**config.mk**
```make
export PLATFORM = sky130hd
export DESIGN_NAME = network_host_if
export DESIGN_NICKNAME = d
export VERILOG_FILES = /design/src/rtl/network_host_if.sv
export SDC_FILE = /design/constraint.sdc
export NUM_CORES = 1
export LEC_CHECK = 0
export CAP_MARGIN = 25
export CORE_MARGIN = 2
export CORE_UTILIZATION = 41
export CTS_CLUSTER_DIAMETER = 50
export DETAILED_ROUTE_END_ITERATION = 10
export GPL_ROUTABILITY_DRIVEN = 0
export HOLD_SLACK_MARGIN = 0.15
export PLACE_DENSITY = 0.71
export RECOVER_POWER = 100
export SYNTH_ARGS = -nofsm -noshare
export SYNTH_HDL_FRONTEND = slang
export SYNTH_SLANG_ARGS = --single-unit
```
**constraint.sdc**
```tcl
create_clock -name clk -period 2.3 [get_ports clk]
set_clock_uncertainty 0.2 [all_clocks]
set_input_delay 0.345 -clock clk [delete_from_list [all_inputs] [get_ports clk]]
set_output_delay 0.345 -clock clk [all_outputs]
set_load 0.01 [all_outputs]
```
**src/rtl/network_host_if.sv**
```systemverilog
// -----------------------------------------------------------------------------
// network_host_if
//
// Bridges a byte-wide host stream to a word-parallel network controller.
// The host loads 4*INPUT_SIZE bytes (little-endian per word) into
// net_data_in. The block then raises start and waits for the controller's
// finish. The controller's result words are captured and streamed back to
// the host as 4*OUTPUT_SIZE bytes, word 0 first and little-endian per word.
// If finish does not arrive within TIMEOUT cycles, the block returns zeroed
// results and sets a sticky error flag. The flag clears when the next
// load begins.
//
// Ports
//   clk            : single clock, rising edge
//   n_rst          : asynchronous active-low reset
//   host_data      : [7:0] host byte in
//   host_valid     : host_data valid
//   host_ready     : block accepts a byte (LOAD only)
//   res_data       : [7:0] result byte out
//   res_valid      : res_data valid (SEND only)
//   res_ready      : host accepts a result byte
//   ctrl_to_net    : [7:0] bit0 = start, bits 7:1 = 0
//   ctrl_from_net  : [7:0] bit0 = finish, other bits ignored
//   net_data_in    : INPUT_SIZE x 32-bit words to the network
//   net_data_out   : OUTPUT_SIZE x 32-bit words from the network
//   busy           : high whenever the FSM is not in LOAD
//   error          : sticky timeout flag
// -----------------------------------------------------------------------------
module network_host_if #(
    parameter int INPUT_SIZE  = 2,
    parameter int OUTPUT_SIZE = 1,
    parameter int TIMEOUT     = 1024
) (
    input  logic        clk,
    input  logic        n_rst,
    input  logic [7:0]  host_data,
    input  logic        host_valid,
    output logic        host_ready,
    output logic [7:0]  res_data,
    output logic        res_valid,
    input  logic        res_ready,
    output logic [7:0]  ctrl_to_net,
    input  logic [7:0]  ctrl_from_net,
    output logic [31:0] net_data_in  [0:INPUT_SIZE-1],
    input  logic [31:0] net_data_out [0:OUTPUT_SIZE-1],
    output logic        busy,
    output logic        error
);

    localparam int IN_BYTES  = 4 * INPUT_SIZE;
    localparam int OUT_BYTES = 4 * OUTPUT_SIZE;
    localparam int BW        = $clog2(IN_BYTES);
    localparam int RW        = $clog2(OUT_BYTES);

    localparam logic [BW-1:0] IN_LAST  = BW'(IN_BYTES - 1);
    localparam logic [RW-1:0] OUT_LAST = RW'(OUT_BYTES - 1);
    localparam logic [31:0]   TO_LAST  = 32'(TIMEOUT - 1);

    typedef enum logic [1:0] {
        ST_LOAD  = 2'd0,
        ST_WAIT  = 2'd1,
        ST_DRAIN = 2'd2,
        ST_SEND  = 2'd3
    } state_e;

    state_e                  state_q;
    logic [BW-1:0]           byte_cnt_q;
    logic [RW-1:0]           res_cnt_q;
    logic [31:0]             cyc_cnt_q;
    logic                    start_q;
    logic                    error_q;
    logic                    busy_q;
    logic                    host_ready_q;
    logic                    res_valid_q;
    logic [7:0]              res_data_q;
    // Words are stored flat so byte k sits at bits [8k+7:8k], which is
    // exactly the little-endian word-0-first byte order on both streams.
    logic [32*INPUT_SIZE-1:0]  in_flat_q;
    logic [32*OUTPUT_SIZE-1:0] res_flat_q;

    logic                    finish_s;
    logic                    accept_s;
    logic [RW-1:0]           res_nxt_s;
    logic                    unused_ctrl_s;

    assign finish_s      = ctrl_from_net[0];
    assign unused_ctrl_s = ^ctrl_from_net[7:1];
    assign accept_s      = host_valid && host_ready_q;
    assign res_nxt_s     = res_cnt_q + RW'(1);

    // Output wiring straight from registers.
    assign host_ready  = host_ready_q;
    assign res_valid   = res_valid_q;
    assign res_data    = res_data_q;
    assign ctrl_to_net = {7'b000_0000, start_q};
    assign busy        = busy_q;
    assign error       = error_q;

    // Present the flat input buffer as the word array seen by the network.
    for (genvar w = 0; w < INPUT_SIZE; w++) begin : g_net_in
        assign net_data_in[w] = in_flat_q[32*w +: 32];
    end

    // Main FSM with all datapath registers and registered outputs.
    always_ff @(posedge clk or negedge n_rst) begin
        if (!n_rst) begin
            state_q      <= ST_LOAD;
            byte_cnt_q   <= '0;
            res_cnt_q    <= '0;
            cyc_cnt_q    <= 32'd0;
            start_q      <= 1'b0;
            error_q      <= 1'b0;
            busy_q       <= 1'b0;
            host_ready_q <= 1'b0;
            res_valid_q  <= 1'b0;
            res_data_q   <= 8'h00;
            in_flat_q    <= '0;
            res_flat_q   <= '0;
        end else begin
            unique case (state_q)
                ST_LOAD: begin
                    host_ready_q <= 1'b1;
                    busy_q       <= 1'b0;
                    if (accept_s) begin
                        in_flat_q[{byte_cnt_q, 3'b000} +: 8] <= host_data;
                        if (byte_cnt_q == '0) begin
                            error_q <= 1'b0;
                        end
                        if (byte_cnt_q == IN_LAST) begin
                            byte_cnt_q   <= '0;
                            cyc_cnt_q    <= 32'd0;
                            start_q      <= 1'b1;
                            busy_q       <= 1'b1;
                            host_ready_q <= 1'b0;
                            state_q      <= ST_WAIT;
                        end else begin
                            byte_cnt_q <= byte_cnt_q + BW'(1);
                        end
                    end
                end
                ST_WAIT: begin
                    // Finish is tested first so it wins over a coincident timeout.
                    if (finish_s) begin
                        for (int w = 0; w < OUTPUT_SIZE; w++) begin
                            res_flat_q[32*w +: 32] <= net_data_out[w];
                        end
                        start_q <= 1'b0;
                        state_q <= ST_DRAIN;
                    end else if (cyc_cnt_q == TO_LAST) begin
                        res_flat_q <= '0;
                        error_q    <= 1'b1;
                        start_q    <= 1'b0;
                        state_q    <= ST_DRAIN;
                    end else begin
                        cyc_cnt_q <= cyc_cnt_q + 32'd1;
                    end
                end
                ST_DRAIN: begin
                    // Wait for the controller to drop finish before streaming,
                    // so a lingering finish cannot be mistaken for a new one.
                    if (!finish_s) begin
                        res_cnt_q   <= '0;
                        res_data_q  <= res_flat_q[7:0];
                        res_valid_q <= 1'b1;
                        state_q     <= ST_SEND;
                    end
                end
                ST_SEND: begin
                    if (res_valid_q && res_ready) begin
                        if (res_cnt_q == OUT_LAST) begin
                            res_cnt_q    <= '0;
                            res_valid_q  <= 1'b0;
                            res_data_q   <= 8'h00;
                            host_ready_q <= 1'b1;
                            busy_q       <= 1'b0;
                            state_q      <= ST_LOAD;
                        end else begin
                            res_cnt_q  <= res_nxt_s;
                            res_data_q <= res_flat_q[{res_nxt_s, 3'b000} +: 8];
                        end
                    end
                end
                default: begin
                    state_q      <= ST_LOAD;
                    start_q      <= 1'b0;
                    res_valid_q  <= 1'b0;
                    host_ready_q <= 1'b0;
                    busy_q       <= 1'b0;
                end
            endcase
        end
    end

endmodule
```
==> flow_metrics.py <==
metrics = {
    "outcome": {
        "status": "complete, but fails checks",
        "violations": "setup timing",
    },
    "finish": {
        "n_antenna_cell": 0,
        "fillers": 1345,
        "design_area_um2": 9593,
        "drive_gt1_frac": 0.1943,
        "nets": 900,
        "fin_cells": 1069,
        "area_growth_pct": 39.48,
    },
    "timing": {
        "report.final.slew_viol_count": 0,
        "fin_crit_sh": 1.073,
        "fmax_mhz": 405.1,
        "rsz0062_at_grt": "true",
        "fin_crit_ns": 2.469,
        "relSlewSlack": 0.1368,
        "worst_slack_ns": -0.1687,
        "tightest_slew_ns": 1.295,
        "setup_viol": 69,
        "finalHoldViolCount": 0,
    },
    "clocking": {
        "cts_buffers": 17,
        "clockRootBuffer": "clkbuf_16",
        "cts.sinks": 148,
        "h-tree-depth": 4,
        "cts.path.max_buffers": 2,
        "clk_pin_slew_ns": 0.06,
        "clkLatencyLatePin_ns": 0.42,
        "cts_tree": "yes",
    },
    "synth": {
        "synth.most_common_cell": "dfrtp_1",
        "synth_common_cells": "148 x dfrtp_1, 87 x nand2_1, 69 x o21ai_0",
        "synth_area_um2": 6878,
        "postSynthAreaPerCell_um2": 10.55,
        "synth_edf_count": 0,
        "ys_ff_latch": 148,
        "ys_seq_area_frac": 0.5385,
        "synth_cells": 652,
        "async_flop_share": 1.000,
        "ys.flop_type": "dfrtp_1",
        "synthTopCellsByArea": "dfrtp_1 54%, o21ai_0 5.0%, nand2_1 4.7%, a22o_1 4.7%, mux2_2 3.4%",
        "synth_largest_area_cell": "dfrtp_1",
        "ys_warn_count": 0,
        "synth_top_area_frac": 0.5385,
        "ys_types": 54,
    },
    "power": {
        "p_per_area_nw_per_um2": 1228,
        "ir_drop_v": 0.0006764,
        "p_leak_nw": 4.429,
    },
    "detailed_routing": {
        "drt-pass1-iter-count": 4,
        "detail-route-antenna-nets": 0,
        "dr.first_iter.drc_count": 433,
        "vias": 5884,
        "wl_mm": 18.25,
        "drc": 0,
        "avgRoutedWirePerCell_um": 17.07,
        "via_per_inst": 5.504,
    },
    "setup_path": {
        "r2r_slack_ns": -0.17,
        "reg2reg_from": "cyc_cnt_q[21]$_DFFE_PN0P_",
        "reg2reg_to": "cyc_cnt_q[23]$_DFFE_PN0P_",
        "critPathMaxFanout": 13,
        "required_ns": 2.40,
        "startpoint_type": "flip-flop",
        "end_kind": "flip-flop",
        "ff2ff_path_depth": 5,
        "startpoint": "cyc_cnt_q[21]$_DFFE_PN0P_",
        "cp.arrival_ns": 2.57,
        "path_class": "reg2reg",
    },
    "grt": {
        "grt_pass1_wl_mm": 29.75,
        "grt-busiest-layer": "met2",
        "use_met3": 0.03501,
        "groute.usage.overall": 0.2091,
        "grt_max_degree": 52,
        "grt_pass1_vias": 5775,
        "antenna_found_initial": 0,
        "grt-ovfl-total": 0,
        "grt_use_met1": 0.2912,
        "met2_usage": 0.3336,
    },
    "floorplan": {
        "io_pins": 136,
        "fp.dieH_um": 133.5,
        "start_util": 0.4177,
        "core_area_um2": 16470,
        "die_x_um": 133.5,
        "rows": 47,
        "die_area_um2": 17830,
    },
    "worst_hold_path": {
        "hold_path_class": "reg2reg",
        "worstHoldStart": "in_flat_q[42]$_DFFE_PN0P_",
        "whs_endpoint": "in_flat_q[42]$_DFFE_PN0P_",
        "min_delay_path_depth": 2,
    },
    "job": {
        "maxCapViolations": 0,
    },
    "placement": {
        "placed_cells": 1025,
        "dpl-instance-area_um2": 8827,
        "port_buffers": 121,
        "dpl_worst_slack_ns": -0.2639,
        "dpl.hpwl_mm": 12.76,
    },
}
cell type report:
class | instances | area [um^2] | share of cell area
inverters | 26 | 97.59 | 0.01017
clock inverters | 12 | 155.1 | 0.01617
clock buffers | 20 | 446.7 | 0.04656
well taps | 220 | 275.3 | 0.02869
multi-input cells | 438 | 3002 | 0.3129
flip-flops and latches | 148 | 3704 | 0.3861
repair buffers | 205 | 1913 | 0.1994
how the worst max path moves through the flow:
stage,to
6_report,cyc_cnt_q[23]$_DFFE_PN0P_
4_1_cts,res_flat_q[12]$_DFFE_PN0P_
5_1_grt,state_q[1]$_DFFE_PN0P_
3_5_place_dp,cyc_cnt_q[9]$_DFFE_PN0P_
3_3_place_gp,res_flat_q[30]$_DFFE_PN0P_
2_1_floorplan,cyc_cnt_q[26]$_DFFE_PN0P_
power by group:
part	switching [mW]	internal (mW)	total (mW)
logic	2.46	2.46	4.92
clock network	1.09	1.74	2.83
registers	0.570	3.46	4.03
state kept, by name, indices dropped and copies added, names as in the netlist, 2 cells and up:
register / flops
res_data: 8
in_flat_q: 64
res_flat_q: 32
state_q: 2
res_cnt_q: 2
cyc_cnt_q: 32
byte_cnt_q: 3
timing repair:
action,CTS,global route
endpoints found under the setup margin,77,114
resized for setup,16,15
pin swaps,5,3
hold buffers,1,0
cloned,0,2
hold endpoints to repair,148,0
setup buffers,4,5
cells in the final DEF, fill, tap and decap left out, types with 4 or more instances in the layout:
| cell type | count |
|---|---|
| o311ai_1 | 5 |
| conb_1 | 7 |
| mux2_2 | 20 |
| nor2_1 | 14 |
| and4_1 | 4 |
| nand3_1 | 31 |
| clkbuf_1 | 5 |
| mux2i_1 | 9 |
| clkbuf_16 | 18 |
| o21ai_0 | 65 |
| nor4_1 | 7 |
| a22oi_1 | 8 |
| nor3_1 | 9 |
| mux4_2 | 8 |
| clkdlybuf4s50_1 | 43 |
| a22o_1 | 37 |
| nand3b_1 | 7 |
| and3_1 | 7 |
| ha_1 | 10 |
| and3_4 | 7 |
| buf_4 | 66 |
| a211o_1 | 6 |
| a31oi_1 | 7 |
| a21oi_1 | 13 |
| nand4_1 | 16 |
| dfrtp_1 | 148 |
| inv_1 | 26 |
| nand2_1 | 87 |
| dlygate4sd3_1 | 78 |
| a221o_1 | 4 |
| o211ai_1 | 6 |
| buf_6 | 7 |
per-layer routing:
metal / vias to the layer above / wire length [um]
met3: 27 / 1055
met1: 2893 / 8005
met5: - / 0
met2: 204 / 8896
met4: 0 / 294
li1: 2760 / -
worst max-delay path, stage by stage, from the launching register on:
cell,delay (ns)
dfrtp_1,0.37
or4bb_1,0.51
or4_4,0.54
o21a_4,0.28
and3_1,0.18
a221o_1,0.27
stage by stage:
step	TNS, ns	hold WS (ns)	utilization	power [mW]
floorplan	-3.955	-0.1506	-	6.646
global placement	-8.360	0.1152	0.5361	8.724
detailed placement	-11.55	0.1206	0.5361	8.945
CTS	-7.820	0.2587	0.5776	11.92
global route	-24.92	0.3030	0.5826	12.51
finish	-7.056	0.2751	0.5826	11.78
cell families after synthesis:
family          share of synthesized area
mux                               0.07368
flops                              0.5385
compound gates                     0.1652
fa+ha+maj                         0.02183
simple gates                       0.1550
buf+inv                           0.04530
other cells                     0.0005452
No activity file was read; power rests on OpenSTA's default activity.
